==> src/rtl/fetch_if.sv <==
// Fetch-unit bus bundle: instruction-memory request/response channels,
// decode-side instruction channel, and the branch redirect input.
interface fetch_if;
  logic        imem_req_valid;
  logic        imem_req_ready;
  logic [31:0] imem_req_addr;
  logic        imem_rsp_valid;
  logic [31:0] imem_rsp_data;
  logic        instr_valid;
  logic        instr_ready;
  logic [31:0] instr;
  logic [31:0] instr_pc;
  logic        redirect_valid;
  logic [31:0] redirect_pc;

  modport master (
    output imem_req_valid, imem_req_addr, instr_valid, instr, instr_pc,
    input  imem_req_ready, imem_rsp_valid, imem_rsp_data, instr_ready,
           redirect_valid, redirect_pc
  );

  modport slave (
    input  imem_req_valid, imem_req_addr, instr_valid, instr, instr_pc,
    output imem_req_ready, imem_rsp_valid, imem_rsp_data, instr_ready,
           redirect_valid, redirect_pc
  );
endinterface

==> src/rtl/fetch_unit.sv <==
// Instruction fetch front end: PC generation, credit-limited word fetches,
// DEPTH-entry prefetch FIFO, and redirect flush with squash of in-flight responses.
module fetch_unit #(
  parameter int          DEPTH    = 4,
  parameter logic [31:0] RESET_PC = 32'h0
) (
  input logic    clk,
  input logic    rst,
  fetch_if.master bus
);
  localparam int AW = $clog2(DEPTH);
  // Headroom above DEPTH: squashed requests stack up across repeated redirects
  // until the memory returns them.
  localparam int CW = AW + 4;

  logic [31:0]   fetch_pc;
  logic [31:0]   rsp_pc;
  logic [CW-1:0] inflight;
  logic [CW-1:0] discard;
  logic [CW-1:0] count;
  logic [AW-1:0] rd_ptr;
  logic [AW-1:0] wr_ptr;
  logic          run;

  logic [31:0]   fifo_data [DEPTH];
  logic [31:0]   fifo_pc   [DEPTH];

  logic          redir;
  logic          rsp;
  logic          keep;
  logic          accept;
  logic          pop;
  logic          req_valid;
  logic          out_valid;
  logic [CW-1:0] occupancy;
  logic [31:0]   redir_pc_aligned;
  logic          unused_redir_lsb;

  assign redir            = bus.redirect_valid;
  assign rsp              = bus.imem_rsp_valid;
  assign redir_pc_aligned = {bus.redirect_pc[31:2], 2'b00};
  assign unused_redir_lsb = ^bus.redirect_pc[1:0];

  // Buffered plus live in-flight words; squashed requests hold no FIFO credit.
  assign occupancy = count + inflight - discard;
  assign req_valid = run && !redir && (occupancy < CW'(DEPTH));
  assign accept    = req_valid && bus.imem_req_ready;
  assign keep      = rsp && !redir && (discard == '0);
  assign out_valid = (count != '0) && !redir;
  assign pop       = out_valid && bus.instr_ready;

  assign bus.imem_req_valid = req_valid;
  assign bus.imem_req_addr  = fetch_pc;
  assign bus.instr_valid    = out_valid;
  assign bus.instr          = (count != '0) ? fifo_data[rd_ptr] : 32'h0;
  assign bus.instr_pc       = (count != '0) ? fifo_pc[rd_ptr]   : 32'h0;

  always_ff @(posedge clk or negedge rst) begin
    if (!rst) begin
      run      <= 1'b0;
      fetch_pc <= RESET_PC;
      rsp_pc   <= RESET_PC;
      inflight <= '0;
      discard  <= '0;
      count    <= '0;
      rd_ptr   <= '0;
      wr_ptr   <= '0;
    end else begin
      run <= 1'b1;
      if (redir) begin
        count    <= '0;
        rd_ptr   <= '0;
        wr_ptr   <= '0;
        fetch_pc <= redir_pc_aligned;
        rsp_pc   <= redir_pc_aligned;
        inflight <= inflight - CW'(rsp);
        discard  <= inflight - CW'(rsp);
      end else begin
        if (accept) fetch_pc <= fetch_pc + 32'd4;
        inflight <= inflight + CW'(accept) - CW'(rsp);
        if (rsp && (discard != '0)) discard <= discard - 1'b1;
        if (keep) begin
          wr_ptr <= wr_ptr + 1'b1;
          rsp_pc <= rsp_pc + 32'd4;
        end
        if (pop) rd_ptr <= rd_ptr + 1'b1;
        count <= count + CW'(keep) - CW'(pop);
      end
    end
  end

  // FIFO storage carries data only; validity lives in count.
  always_ff @(posedge clk) begin
    if (keep) begin
      fifo_data[wr_ptr] <= bus.imem_rsp_data;
      fifo_pc[wr_ptr]   <= rsp_pc;
    end
  end
endmodule

==> src/flat_wrapper.sv <==
// flat-port wrapper written by rule: the top's interface ports become plain ports
module fetch_unit_flat 
#(
  parameter int          DEPTH    = 4,
  parameter logic [31:0] RESET_PC = 32'h0
)
  (clk, rst, bus_imem_req_valid, bus_imem_req_addr, bus_instr_valid, bus_instr, bus_instr_pc, bus_imem_req_ready, bus_imem_rsp_valid, bus_imem_rsp_data, bus_instr_ready, bus_redirect_valid, bus_redirect_pc);
  fetch_if bus_i ();
  input logic clk;
  input logic rst;
  output wire logic [$bits(bus_i.imem_req_valid)-1:0] bus_imem_req_valid;
  output wire logic [$bits(bus_i.imem_req_addr)-1:0] bus_imem_req_addr;
  output wire logic [$bits(bus_i.instr_valid)-1:0] bus_instr_valid;
  output wire logic [$bits(bus_i.instr)-1:0] bus_instr;
  output wire logic [$bits(bus_i.instr_pc)-1:0] bus_instr_pc;
  input wire logic [$bits(bus_i.imem_req_ready)-1:0] bus_imem_req_ready;
  input wire logic [$bits(bus_i.imem_rsp_valid)-1:0] bus_imem_rsp_valid;
  input wire logic [$bits(bus_i.imem_rsp_data)-1:0] bus_imem_rsp_data;
  input wire logic [$bits(bus_i.instr_ready)-1:0] bus_instr_ready;
  input wire logic [$bits(bus_i.redirect_valid)-1:0] bus_redirect_valid;
  input wire logic [$bits(bus_i.redirect_pc)-1:0] bus_redirect_pc;
  assign bus_imem_req_valid = bus_i.imem_req_valid;
  assign bus_imem_req_addr = bus_i.imem_req_addr;
  assign bus_instr_valid = bus_i.instr_valid;
  assign bus_instr = bus_i.instr;
  assign bus_instr_pc = bus_i.instr_pc;
  assign bus_i.imem_req_ready = bus_imem_req_ready;
  assign bus_i.imem_rsp_valid = bus_imem_rsp_valid;
  assign bus_i.imem_rsp_data = bus_imem_rsp_data;
  assign bus_i.instr_ready = bus_instr_ready;
  assign bus_i.redirect_valid = bus_redirect_valid;
  assign bus_i.redirect_pc = bus_redirect_pc;
  fetch_unit #(.DEPTH(DEPTH), .RESET_PC(RESET_PC)) u_core (.clk(clk), .rst(rst), .bus(bus_i));
endmodule
==> config.mk <==
export PLATFORM = sky130hd
export DESIGN_NAME = fetch_unit_flat
export DESIGN_NICKNAME = d
export VERILOG_FILES = /design/src/rtl/fetch_if.sv /design/src/rtl/fetch_unit.sv /design/src/flat_wrapper.sv
export SDC_FILE = /design/constraint.sdc
export NUM_CORES = 1
export LEC_CHECK = 0
export ABC_AREA = 1
export BUFFER_PORTS_ARGS = -buffer_cell sky130_fd_sc_hd__buf_2
export CAP_MARGIN = 40
export CORE_AREA = 2 2 188 190
export DETAILED_ROUTE_END_ITERATION = 6
export DIE_AREA = 0 0 190 192
export PLACE_DENSITY = 0.6
export SLEW_MARGIN = 20
export SYNTH_ARGS = -nofsm -noshare
export SYNTH_HDL_FRONTEND = slang
export SYNTH_SLANG_ARGS = --single-unit
==> constraint.sdc <==
create_clock -name clk -period 6.53 [get_ports clk]
set_input_delay 0.3265 -clock clk [delete_from_list [all_inputs] [get_ports clk]]
set_output_delay 0.3265 -clock clk [all_outputs]
set_load 0.02 [all_outputs]
After elaboration in Yosys (flattened, before gate mapping)
Memories as Yosys holds them, arrays and structs flattened.
Cells that the tools add are included.
{ "word_totals": {"reg_bits": 87, "latchBits": 0, "ramBits": 256, "romBits": 0, "input_bits": 70, "out_inout_bits": 98, "n_memories": 2} }
{ "mem_list": {"columns": ["name", "depth", "word_bits", "rd", "rd_clocked_by_memory_dff", "write_ports", "line_no", "text"], "rows": [
  ["u_core.fifo_data", 4, 32, 1, 0, 1, "fetch_unit.sv:25", "logic [31:0] fifo_data [DEPTH];"],
  ["u_core.fifo_pc", 4, 32, 1, 0, 1, "fetch_unit.sv:26", "logic [31:0] fifo_pc [DEPTH];"]
]} }
{ "op_classes": {"n_addsub": 12, "multipliers": 0, "div_mod_pow": 0, "n_lt_le_gt_ge": 1, "eq_ne": 0, "shifts": 0, "muxes": 16, "bitwise": 0, "n_reduce_logical": 16} }
{ "op_table": {"columns": ["cell", "n"], "rows": [
  ["2-to-1 mux 32 bit", 6],
  ["adder 32 x 3 -> 32 bit (second input constant)", 2],
  ["2-to-1 mux 6 bit", 4],
  ["subtractor 6 x 1 -> 6 bit", 3],
  ["adder 6 x 1 -> 6 bit", 2],
  ["nonzero test 6 bit", 2],
  ["logical AND 1 bit", 8],
  ["2-to-1 mux 2 bit", 4],
  ["nonzero test 2 bit", 4],
  ["adder 6 bit", 1],
  ["logical NOT 6 bit", 1],
  ["less-than comparator 6 x 3 -> 1 bit (second input constant)", 1],
  ["subtractor 6 x 1 -> 6 bit (second input constant)", 1],
  ["subtractor 6 bit", 1],
  ["adder 2 x 1 -> 2 bit (second input constant)", 2],
  ["2-to-1 mux 1 bit", 2],
  ["logical NOT 1 bit", 1]
]} }

Logic depth before layout (Yosys ltp)
Gate-level depths: netlist (run 1).
{ "depth": {"ltp_word": 8, "depth_mapped": 23} }

Worst setup path after synthesis (run 1)
OpenSTA, ideal clock, no wires.
{ "synth_timing": {"path_type": "register -> register", "start": "register u_core.discard[1]", "end": "memory u_core.fifo_data[0][0] (enable)", "setup_time_ns": 0.482, "t_arrival_ns": 3.962, "t_required_ns": 6.048, "slack_ns": 2.086, "path_stages_with_launch": 10, "synth_period_minus_slack_ns": 4.444, "cell_sequence": "dfrtp_1 > inv_1 > ha_1 > nand2_1 > nor2_2 > nand3_2 > nor2_4 > inv_1 > buf_2 > nor2_1"} }
{ "synth_between": {"elab_chain_cells": 4} }
{ "synth_rtl": {"columns": ["element", "line_no", "text"], "rows": [
  ["from (decl)", "fetch_unit.sv:19", "logic [CW-1:0] discard;"],
  ["from (signal assigned)", "fetch_unit.sv:77", "discard <= inflight - CW'(rsp);"],
  ["from (signal assigned)", "fetch_unit.sv:81", "if (rsp && (discard != '0)) discard <= discard - 1'b1;"],
  ["logical NOT 6 bit", "fetch_unit.sv:48", "assign keep = rsp && !redir && (discard == '0);"],
  ["logical AND 1 bit", "fetch_unit.sv:48", null],
  ["2-to-1 mux 1 bit", "fetch_unit.sv:94", "if (keep) begin"],
  ["2-to-1 mux 1 bit (implied by the code)", "fetch_unit.sv:95", "fifo_data[wr_ptr] <= bus.imem_rsp_data;"],
  ["to (decl)", "fetch_unit.sv:25", null]
]} }
No other way between the ends.

Worst setup path after layout (run 1)
{ "layout_timing": {"start": "register u_core.inflight[2]", "end": "register u_core.inflight[4]"} }
{ "layout_between": {"elab_chain_cells": 8, "word_cells_on_any_way": 9, "classes_between": "add/sub (5); order compare (1); mux (1); reduce/logical (2)"} }
{ "layout_rtl": {"columns": ["element", "line_no", "text"], "rows": [
  ["from (decl)", "fetch_unit.sv:18", "logic [CW-1:0] inflight;"],
  ["from (signal assigned)", "fetch_unit.sv:76", "inflight <= inflight - CW'(rsp);"],
  ["from (signal assigned)", "fetch_unit.sv:80", "inflight <= inflight + CW'(accept) - CW'(rsp);"],
  ["adder 6 bit", "fetch_unit.sv:45", "assign occupancy = count + inflight - discard;"],
  ["subtractor 6 bit", "fetch_unit.sv:45", null],
  ["less-than comparator 6 x 3 -> 1 bit", "fetch_unit.sv:46", "assign req_valid = run && !redir && (occupancy < CW'(DEPTH));"],
  ["logical AND 1 bit", "fetch_unit.sv:46", null],
  ["logical AND 1 bit", "fetch_unit.sv:47", "assign accept = req_valid && bus.imem_req_ready;"],
  ["adder 6 x 1 -> 6 bit", "fetch_unit.sv:80", null],
  ["subtractor 6 x 1 -> 6 bit", "fetch_unit.sv:80", null],
  ["2-to-1 mux 6 bit (*)", "fetch_unit.sv:70", "if (redir) begin"]
]} }
Mark *: on every way between the ends. The rest lies on a longest branch, timed or not.
A chain may end at the register's enable or synchronous reset.

==> reports/qor.csv, run 1 <==
stage;metric;value;unit
status;status;complete, no violations;
cells_and_area;diodes;0;
place;dp_hpwl;23900;µm
timing;worst_slew_pin_slew;0.764;ns
power_and_ir_drop;peakVddDrop;0.238;mV
floorplanning;initial_core_util;0.457;
critical_path;end_kind;flop;
synthesis;ys_seq_area_frac;0.608;
synthesis;synthAdderAreaFrac;0.0316;
timing;finalSetupViolations;0;
critical_path;crit_family;adder cells;
critical_path;reg2reg_from;u_core.inflight[2];
global_routing;grt_pass1_wl;60000;µm
routing;drt_pass1_iterations;5;
critical_path;reg2reg_depth;18;
timing;fmax;259;MHz
global_routing;grt-ovfl-total;0;
timing;rsz0062_at_grt;no;
job;maxCapViolations;0;
clock_network;cts_resized;0;
clock_network;clkTransAtPathRegs;0.06;ns
critical_path;cp.required;6.90;ns
global_routing;track_usage;0.210;
synthesis;synth_compound_area_frac;0.0988;
clock_network;cts_tree;built;
timing;slew_headroom;0.491;
critical_path;r2r_end;u_core.inflight[4];
critical_path;max_stage_delay;0.49;ns
routing;drtIter0Drc;717;
timing;drv_slew;0;
synthesis;yosys.area_share.simple;0.190;
clock_network;cts_setup_buffers;0;
floorplanning;core;0.0343;mm²
cells_and_area;final_cell_mix;nor2_1 (334), nand2_1 (297), edfxtp_1 (248), o21ai_0 (177), buf_2 (160);
synthesis;synth_largest_area_cell;edfxtp_1;
synthesis;synth_top_family_by_area;simple AND/OR/NAND/NOR gates;
floorplanning;ios;168;
synthesis;synth_top_cells_by_area;edfxtp_1 (48%), dfrtp_1 (13%), nor2_1 (8.1%);
routing;wl_per_cell;16.9;µm
cells_and_area;areaGrowthSynthToFinish;16.3;%
min_path;whs_endpoint;u_core.fifo_data[0][2];
clock_network;cts_root_buf;clkbuf_16;
critical_path;critical_path_buf_inv_count;4;
floorplanning;num_rows;68;
cells_and_area;drive_gt1_frac;0.143;
global_routing;grt_start_max_net_pins;81;
synthesis;syn_area;0.0157;mm²
synthesis;yosysWarnings;0;
global_routing;grt_pass1_vias;11222;
clock_network;clkLatencyLatePin;0.52;ns
synthesis;syn_inst;1629;
timing;setup-tns-final;0;ns
clock_network;holdBufCountCts;1;
synthesis;async_flop_share;0.251;
cells_and_area;final_util;0.531;
routing;drc;0;
clock_network;numCtsBuffers;37;
synthesis;synth_xor_area_frac;0.0229;
timing;skew;0.0163;ns
min_path;hold_path_class;primary input to flop;
synthesis;syn_area_per_cell;9.62;µm²
clock_network;cts_buffer_depth;3;
timing;min_period;3.87;ns
critical_path;crit_top_cell;inv_1;
critical_path;path_cells;inv_1, fa_1, inv_1, ha_1, a21oi_1, nand3_1, nand2_1, nand2_1, nor2_1, nand3_4, inv_1, ha_1, inv_1, fa_1, o21ai_0, a21oi_1, xor2_1, o21bai_1;
synthesis;synth_top_cell_area_share;0.475;
synthesis;synth_edf_count;248;
floorplanning;die_y;192;µm
clock_network;clock-sinks;331;
place;gp_congestion;0.908;
routing;dr_total_vias;11627;
timing;hold_viol;0;
cells_and_area;final_common_cell;nor2_1;
min_path;min_path_cells;1;
floorplanning;dieArea;0.0365;mm²
critical_path;critPathMaxFanout;32;
critical_path;slowest_stage;fa_1;
routing;drt-vias-per-instance;5.15;
critical_path;arrival;4.24;ns
synthesis;synth-seq-cells;331;
place;io_buffer_count;161;
synthesis;synth_cell_type_count;40;
synthesis;muxShareOfSynthArea;0;
power_and_ir_drop;p_leak;7.35;nW
global_routing;antenna_found_initial;0;
cells_and_area;final_nets;1880;
critical_path;worst-setup-path-type;flop to flop;
timing;hold_ws;0.0241;ns
routing;routed_wl;38300;µm
synthesis;ys.flop_type;edfxtp_1;
min_path;worstHoldStart;bus_imem_rsp_data[2];
timing;fin_crit_sh;0.592;
clock_network;htreeDepth;2;
critical_path;start_kind;flop;
power_and_ir_drop;cellPowerDensity;413;mW/mm²
critical_path;r2r_slack;2.66;ns
floorplanning;die-width;190;µm
routing;postRouteAntennaNets;0;
-- stage by stage --
step	power (mW)	instance area [µm²]	cells	setup slack, ns
detailed placement	5.42	16900	2186	2.64
floorplan	4.58	15700	1632	2.09
CTS	7.57	18200	2254	2.62
global placement	5.38	16900	2184	2.67
finish	7.52	18200	2257	2.66
global route	8.02	18200	2257	2.32
-- cells in the mapped netlist, types with 9 or more instances --
library cell	n
buf_1	9
xor2_1	19
clkbuf_1	43
buf_2	15
ha_1	30
nand3_1	67
nand4_1	10
o21ai_0	177
nand2_1	297
edfxtp_1	248
nor3_1	11
dfrtp_1	83
a21oi_1	86
xnor2_1	22
inv_1	102
o211ai_1	12
nor2_1	338
-- flip-flops by register name (all words and copies together) (netlist names) --
| signal | cells |
|---|---|
| u_core.rsp_pc | 30 |
| u_core.wr_ptr | 2 |
| u_core.fifo_data | 128 |
| u_core.bus.imem_req_addr | 30 |
| u_core.discard | 6 |
| u_core.fifo_pc | 120 |
| u_core.count | 6 |
| u_core.inflight | 6 |
| u_core.rd_ptr | 2 |
| u_core.run | 1 |
-- final cells by class --
type	instances	area, µm²
multi-input cells	1117	5440
inverters	108	405
clock buffers	45	956
well taps	455	569
clock inverters	22	288
fillers	3052	16100
repair buffers	179	1040
flip-flops and latches	331	9530
-- report_power, final --
group / total [mW] / switching [mW] / internal (mW)
clock: 2.14 / 0.815 / 1.32
sequential: 2.68 / 0.244 / 2.44
combinational: 2.70 / 1.80 / 0.902
-- worst reg2reg max path: stages (launching register included) --
cell	delay, ns
dfrtp_1	0.38
inv_1	0.12
fa_1	0.49
inv_1	0.04
ha_1	0.34
a21oi_1	0.21
nand3_1	0.09
nand2_1	0.06
nand2_1	0.05
nor2_1	0.22
nand3_4	0.40
inv_1	0.18
ha_1	0.18
inv_1	0.06
fa_1	0.42
o21ai_0	0.17
a21oi_1	0.10
xor2_1	0.14
o21bai_1	0.07
-- logic make-up (layout without fill, tap and decap cells) --
| group | count (synthesis) | in the layout |
|---|---|---|
| flip-flops | 331 | 331 |
| other | 2 | 5 |
| XOR/XNOR | 41 | 41 |
| AND/OR/NAND/NOR | 740 | 740 |
| buffers and inverters | 184 | 354 |
| adder cells (fa/ha/maj) | 36 | 36 |
| AO/OA/AOI/OAI | 295 | 295 |
-- per-layer routing --
layer	track usage	wire length (µm)
met3	0.0278	2230
met4	0.0561	765
met2	0.358	18300
met1	0.285	17000
met5	0	0
-- worst max-delay path by stage --
stage / depth (start not counted) / to / slack [ns] / startpoint
2_1_floorplan: 9 / u_core.fifo_data[0][0] / 2.09 / u_core.discard[1]
3_3_place_gp: 9 / u_core.fifo_data[1][25] / 2.67 / u_core.discard[1]
3_5_place_dp: 18 / u_core.inflight[4] / 2.64 / u_core.inflight[2]
4_1_cts: 18 / u_core.inflight[4] / 2.62 / u_core.inflight[2]
5_1_grt: 20 / u_core.inflight[4] / 2.32 / u_core.inflight[1]
6_report: 18 / u_core.inflight[4] / 2.66 / u_core.inflight[2]
Power figures use the tool's default switching activity.
==> run 2: changes to the inputs <==
--- a/config.mk
+++ b/config.mk
@@ -5,13 +5,13 @@
 export SDC_FILE = /design/constraint.sdc
 export NUM_CORES = 1
 export LEC_CHECK = 0
-export ABC_AREA = 1
+export ABC_AREA = 0
 export BUFFER_PORTS_ARGS = -buffer_cell sky130_fd_sc_hd__buf_2
 export CAP_MARGIN = 40
-export CORE_AREA = 2 2 188 190
+export CORE_AREA = 2 2 183 185
 export DETAILED_ROUTE_END_ITERATION = 6
-export DIE_AREA = 0 0 190 192
-export PLACE_DENSITY = 0.6
+export DIE_AREA = 0 0 185 187
+export PLACE_DENSITY = 0.63
 export SLEW_MARGIN = 20
 export SYNTH_ARGS = -nofsm -noshare
 export SYNTH_HDL_FRONTEND = slang
==> constraint.sdc (replaced) <==
create_clock -name clk -period 3.5 [get_ports clk]
set_input_delay 0.175 -clock clk [delete_from_list [all_inputs] [get_ports clk]]
set_output_delay 0.175 -clock clk [all_outputs]
set_load 0.02 [all_outputs]
==> run 2 against run 1 <==
Compared with the run above: the flow now finishes with violations (negative setup slack); fmax rose by 8.2%; synthesized cell count shrank 38%; non-clock buffer count up 98; final area increased by 0.65%; power up 74%; wire length fell by 15%; via count fell by 20%; hold slack better by 0.020 ns; flip-flop and latch count is the same; critical path type unchanged; critical endpoint is now u_core.inflight[5].
==> reports/qor.csv, run 2 <==
stage;metric;value;unit;change
status;status;finished, violations left;;
status;violations;negative setup slack;;
clock_network;clkTransAtPathRegs;0.06;ns;about the same
synthesis;synth_top_cell_area_share;0.504;;+0.0291
routing;routed_wl;32400;µm;-15%
clock_network;numCtsBuffers;37;;unchanged
power_and_ir_drop;p_leak;6.81;nW;-7.3%
critical_path;cp.required;3.90;ns;-3.00 ns
timing;fin_crit_sh;1.02;;+0.429
floorplanning;core;0.0329;mm²;-4.2%
place;io_buffer_count;161;;unchanged
timing;skew;0.0190;ns;+0.00275 ns
critical_path;reg2reg_from;u_core.count[2];;
synthesis;ys_seq_area_frac;0.645;;+0.0372
floorplanning;ios;168;;unchanged
power_and_ir_drop;p_total;13.1;mW;+74%
global_routing;grt_start_max_net_pins;65;;-20%
clock_network;htreeDepth;2;;unchanged
floorplanning;die-width;185;µm;-2.6%
routing;drt-vias-per-instance;5.30;;+3.0%
cells_and_area;final_nets;1390;;-26%
routing;postRouteAntennaNets;0;;unchanged
timing;hold_viol;0;;unchanged
timing;hold_ws;0.0444;ns;+0.0204 ns
place;gp_congestion;0.817;;-10%
timing;min_period;3.57;ns;-0.294 ns
synthesis;synth_cell_type_count;59;;+48%
synthesis;synth_edf_count;248;;unchanged
synthesis;syn_inst;1017;;-38%
critical_path;end_kind;flop;;
routing;drtIter0Drc;593;;-17%
global_routing;grt-ovfl-total;0;;unchanged
global_routing;grt_pass1_wl;51100;µm;-15%
clock_network;cts_tree;built;;
timing;rsz0062_at_grt;yes;;
global_routing;grt_pass1_vias;9357;;-17%
floorplanning;die_y;187;µm;-2.6%
floorplanning;num_rows;67;;-1.5%
power_and_ir_drop;swShare;0.333;;-0.0471
clock_network;clock-sinks;331;;unchanged
timing;setup_slack;-0.0728;ns;-2.74 ns
synthesis;synth-seq-cells;331;;unchanged
place;placed_cell_area;0.0164;mm²;-2.7%
synthesis;syn_area_per_cell;14.5;µm²;+51%
cells_and_area;diodes;0;;unchanged
routing;dr_total_vias;9341;;-20%
power_and_ir_drop;cellPowerDensity;715;mW/mm²;+73%
synthesis;async_flop_share;0.251;;unchanged
power_and_ir_drop;p_int;8.75;mW;+88%
timing;slew_headroom;0.461;;-0.0303
min_path;hold_path_class;primary input to flop;;
min_path;worstHoldStart;bus_redirect_pc[16];;
critical_path;r2r_end;u_core.inflight[5];;
synthesis;synthMostInstantiatedCell;edfxtp_1;;
clock_network;clkLatencyLatePin;0.53;ns;about the same
cells_and_area;final_common_cell;edfxtp_1;;
critical_path;reg2reg_depth;18;;unchanged
synthesis;syn_area;0.0148;mm²;-5.8%
min_path;whs_endpoint;u_core.bus.imem_req_addr[16];;
synthesis;synth_largest_area_cell;edfxtp_1;;
synthesis;synth_top_cells_by_area;edfxtp_1 (50%), dfrtp_1 (14%), mux4_2 (9.5%);;
synthesis;synthTopCellsByCount;edfxtp_1 (248), dfrtp_1 (83), nor2b_1 (66);;
global_routing;track_usage;0.190;;-0.0207
power_and_ir_drop;clkPwrFrac;0.282;;-0.002
cells_and_area;largest_reg_flops;128;;unchanged
place;dp_hpwl;20500;µm;-14%
cells_and_area;final_area;0.0183;mm²;+0.65%
routing;wl_per_cell;18.4;µm;+8.6%
power_and_ir_drop;p_sw;4.37;mW;+53%
power_and_ir_drop;peakVddDrop;0.329;mV;+39%
timing;fmax;280;MHz;+8.2%
power_and_ir_drop;pwr-share-comb;0.358;;-0.002
synthesis;yosysWarnings;0;;unchanged
critical_path;r2r_slack;-0.07;ns;-2.74 ns
floorplanning;initial_core_util;0.449;;-0.00765
min_path;min_path_cells;3;;+2
timing;finalSetupViolations;1;;+1
power_and_ir_drop;sequentialPowerShare;0.360;;+0.004
routing;drc;0;;unchanged
cells_and_area;areaGrowthSynthToFinish;24.2;%;
critical_path;worst-setup-path-type;flop to flop;;
synthesis;ys.flop_type;edfxtp_1;;
floorplanning;dieArea;0.0346;mm²;-5.2%
cells_and_area;final_cell_mix;edfxtp_1 (248), buf_2 (160), dfrtp_1 (81), nor2b_1 (66);;
clock_network;cts_root_buf;clkbuf_16;;
critical_path;critPathMaxFanout;3;;-91%
timing;drv_slew;0;;unchanged
routing;drt_pass1_iterations;5;;unchanged
cells_and_area;top_regs;u_core.fifo_data (128), u_core.fifo_pc (120);;
timing;worst_slew_pin_slew;0.803;ns;+0.0393 ns
cells_and_area;drive_gt1_frac;0.280;;+0.137
critical_path;arrival;3.98;ns;-0.26 ns
global_routing;antenna_found_initial;0;;unchanged
critical_path;start_kind;flop;;
job;maxCapViolations;0;;unchanged
clock_network;cts_buffer_depth;3;;unchanged
cells_and_area;regMostFlops;u_core.fifo_data;;
[run 2: cell types whose count changed in the layout (fill, tap and decap cells not counted), moves of 61 or more]
cell           change
nor2_1           -277
nor2b_1           +66
mux4_2            +62
o21ai_0          -149
nand2_1          -245
dlygate4sd3_1     +61
[run 2: layer usage]
layer	track usage	up-vias	wire length (µm)
met1	0.271	4627	14500
met2	0.303	304	15300
met5	0	-	0
met4	0.0437	0	537
met3	0.0376	38	2130
li1	-	4372	-
[run 2: logic make-up after synthesis]
group,count (synthesis),share of synthesized area
buffers and inverters,107,0.0297
multiplexers,65,0.0967
AO/OA/AOI/OAI,142,0.0643
AND/OR/NAND/NOR,286,0.102
flip-flops,331,0.645
other,2,0.000509
XOR/XNOR,48,0.0285
adder cells (fa/ha/maj),36,0.0336
[run 2: critical path: stages (launching register included)]
cell,delay (ns)
dfrtp_1,0.35
inv_2,0.06
fa_1,0.54
inv_2,0.05
ha_4,0.22
nand4b_1,0.13
a21oi_2,0.09
or4_4,0.56
o2111ai_4,0.11
inv_4,0.06
nand2_4,0.08
inv_4,0.05
ha_4,0.16
a21oi_2,0.12
o21bai_1,0.10
a21oi_1,0.13
nor2_1,0.06
or3_1,0.35
a31o_2,0.24
[run 2: timing repair]
action,in CTS,in global routing
hold buffers,62,0
cloned,0,0
setup buffers,3,3
hold endpoints to repair,247,0
pin swaps,7,5
resized for setup,2,11
endpoints found under the setup margin,3,4
[run 2: layout make-up]
class                      instances  area [µm²]
fill                            2670       14500
sequential                       331        9530
multi-input combinational        582        4930
timing repair buffer             277        1930
clock buffer                      48         997
tap                              448         561
inverter                          55         211
clock inverter                    20         174
[run 2: worst max path at each step]
stage | startpoint | end | slack, ns | depth (start not counted)
detailed placement | u_core.count[1] | u_core.inflight[5] | -0.14 | 18
global placement | u_core.count[1] | u_core.inflight[5] | -0.05 | 18
global route | u_core.count[2] | u_core.inflight[5] | -0.23 | 18
floorplan | u_core.count[1] | u_core.inflight[5] | -0.15 | 19
finish | u_core.count[2] | u_core.inflight[5] | -0.07 | 18
CTS | u_core.count[1] | u_core.inflight[5] | -0.08 | 18
[run 2: power groups by stage]
stage          Combinational, mW  Clock, mW  Sequential (mW)
2_1_floorplan               3.04          0             4.78
3_3_place_gp                4.42          0             4.79
3_5_place_dp                4.48          0             4.80
4_1_cts                     4.58       3.79             4.72
5_1_grt                     5.19       3.97             4.76
6_report                    4.70       3.70             4.72
[run 2: through the flow]
step / cells / setup slack (ns) / TNS [ns] / util
CTS: 1758 / -0.0754 / -0.120 / 0.556
finish: 1761 / -0.0728 / -0.0728 / 0.558
global route: 1761 / -0.233 / -0.415 / 0.558
global placement: 1624 / -0.0530 / -0.0891 / 0.499
detailed placement: 1625 / -0.138 / -0.248 / 0.500
floorplan: 1020 / -0.150 / -0.224 / -
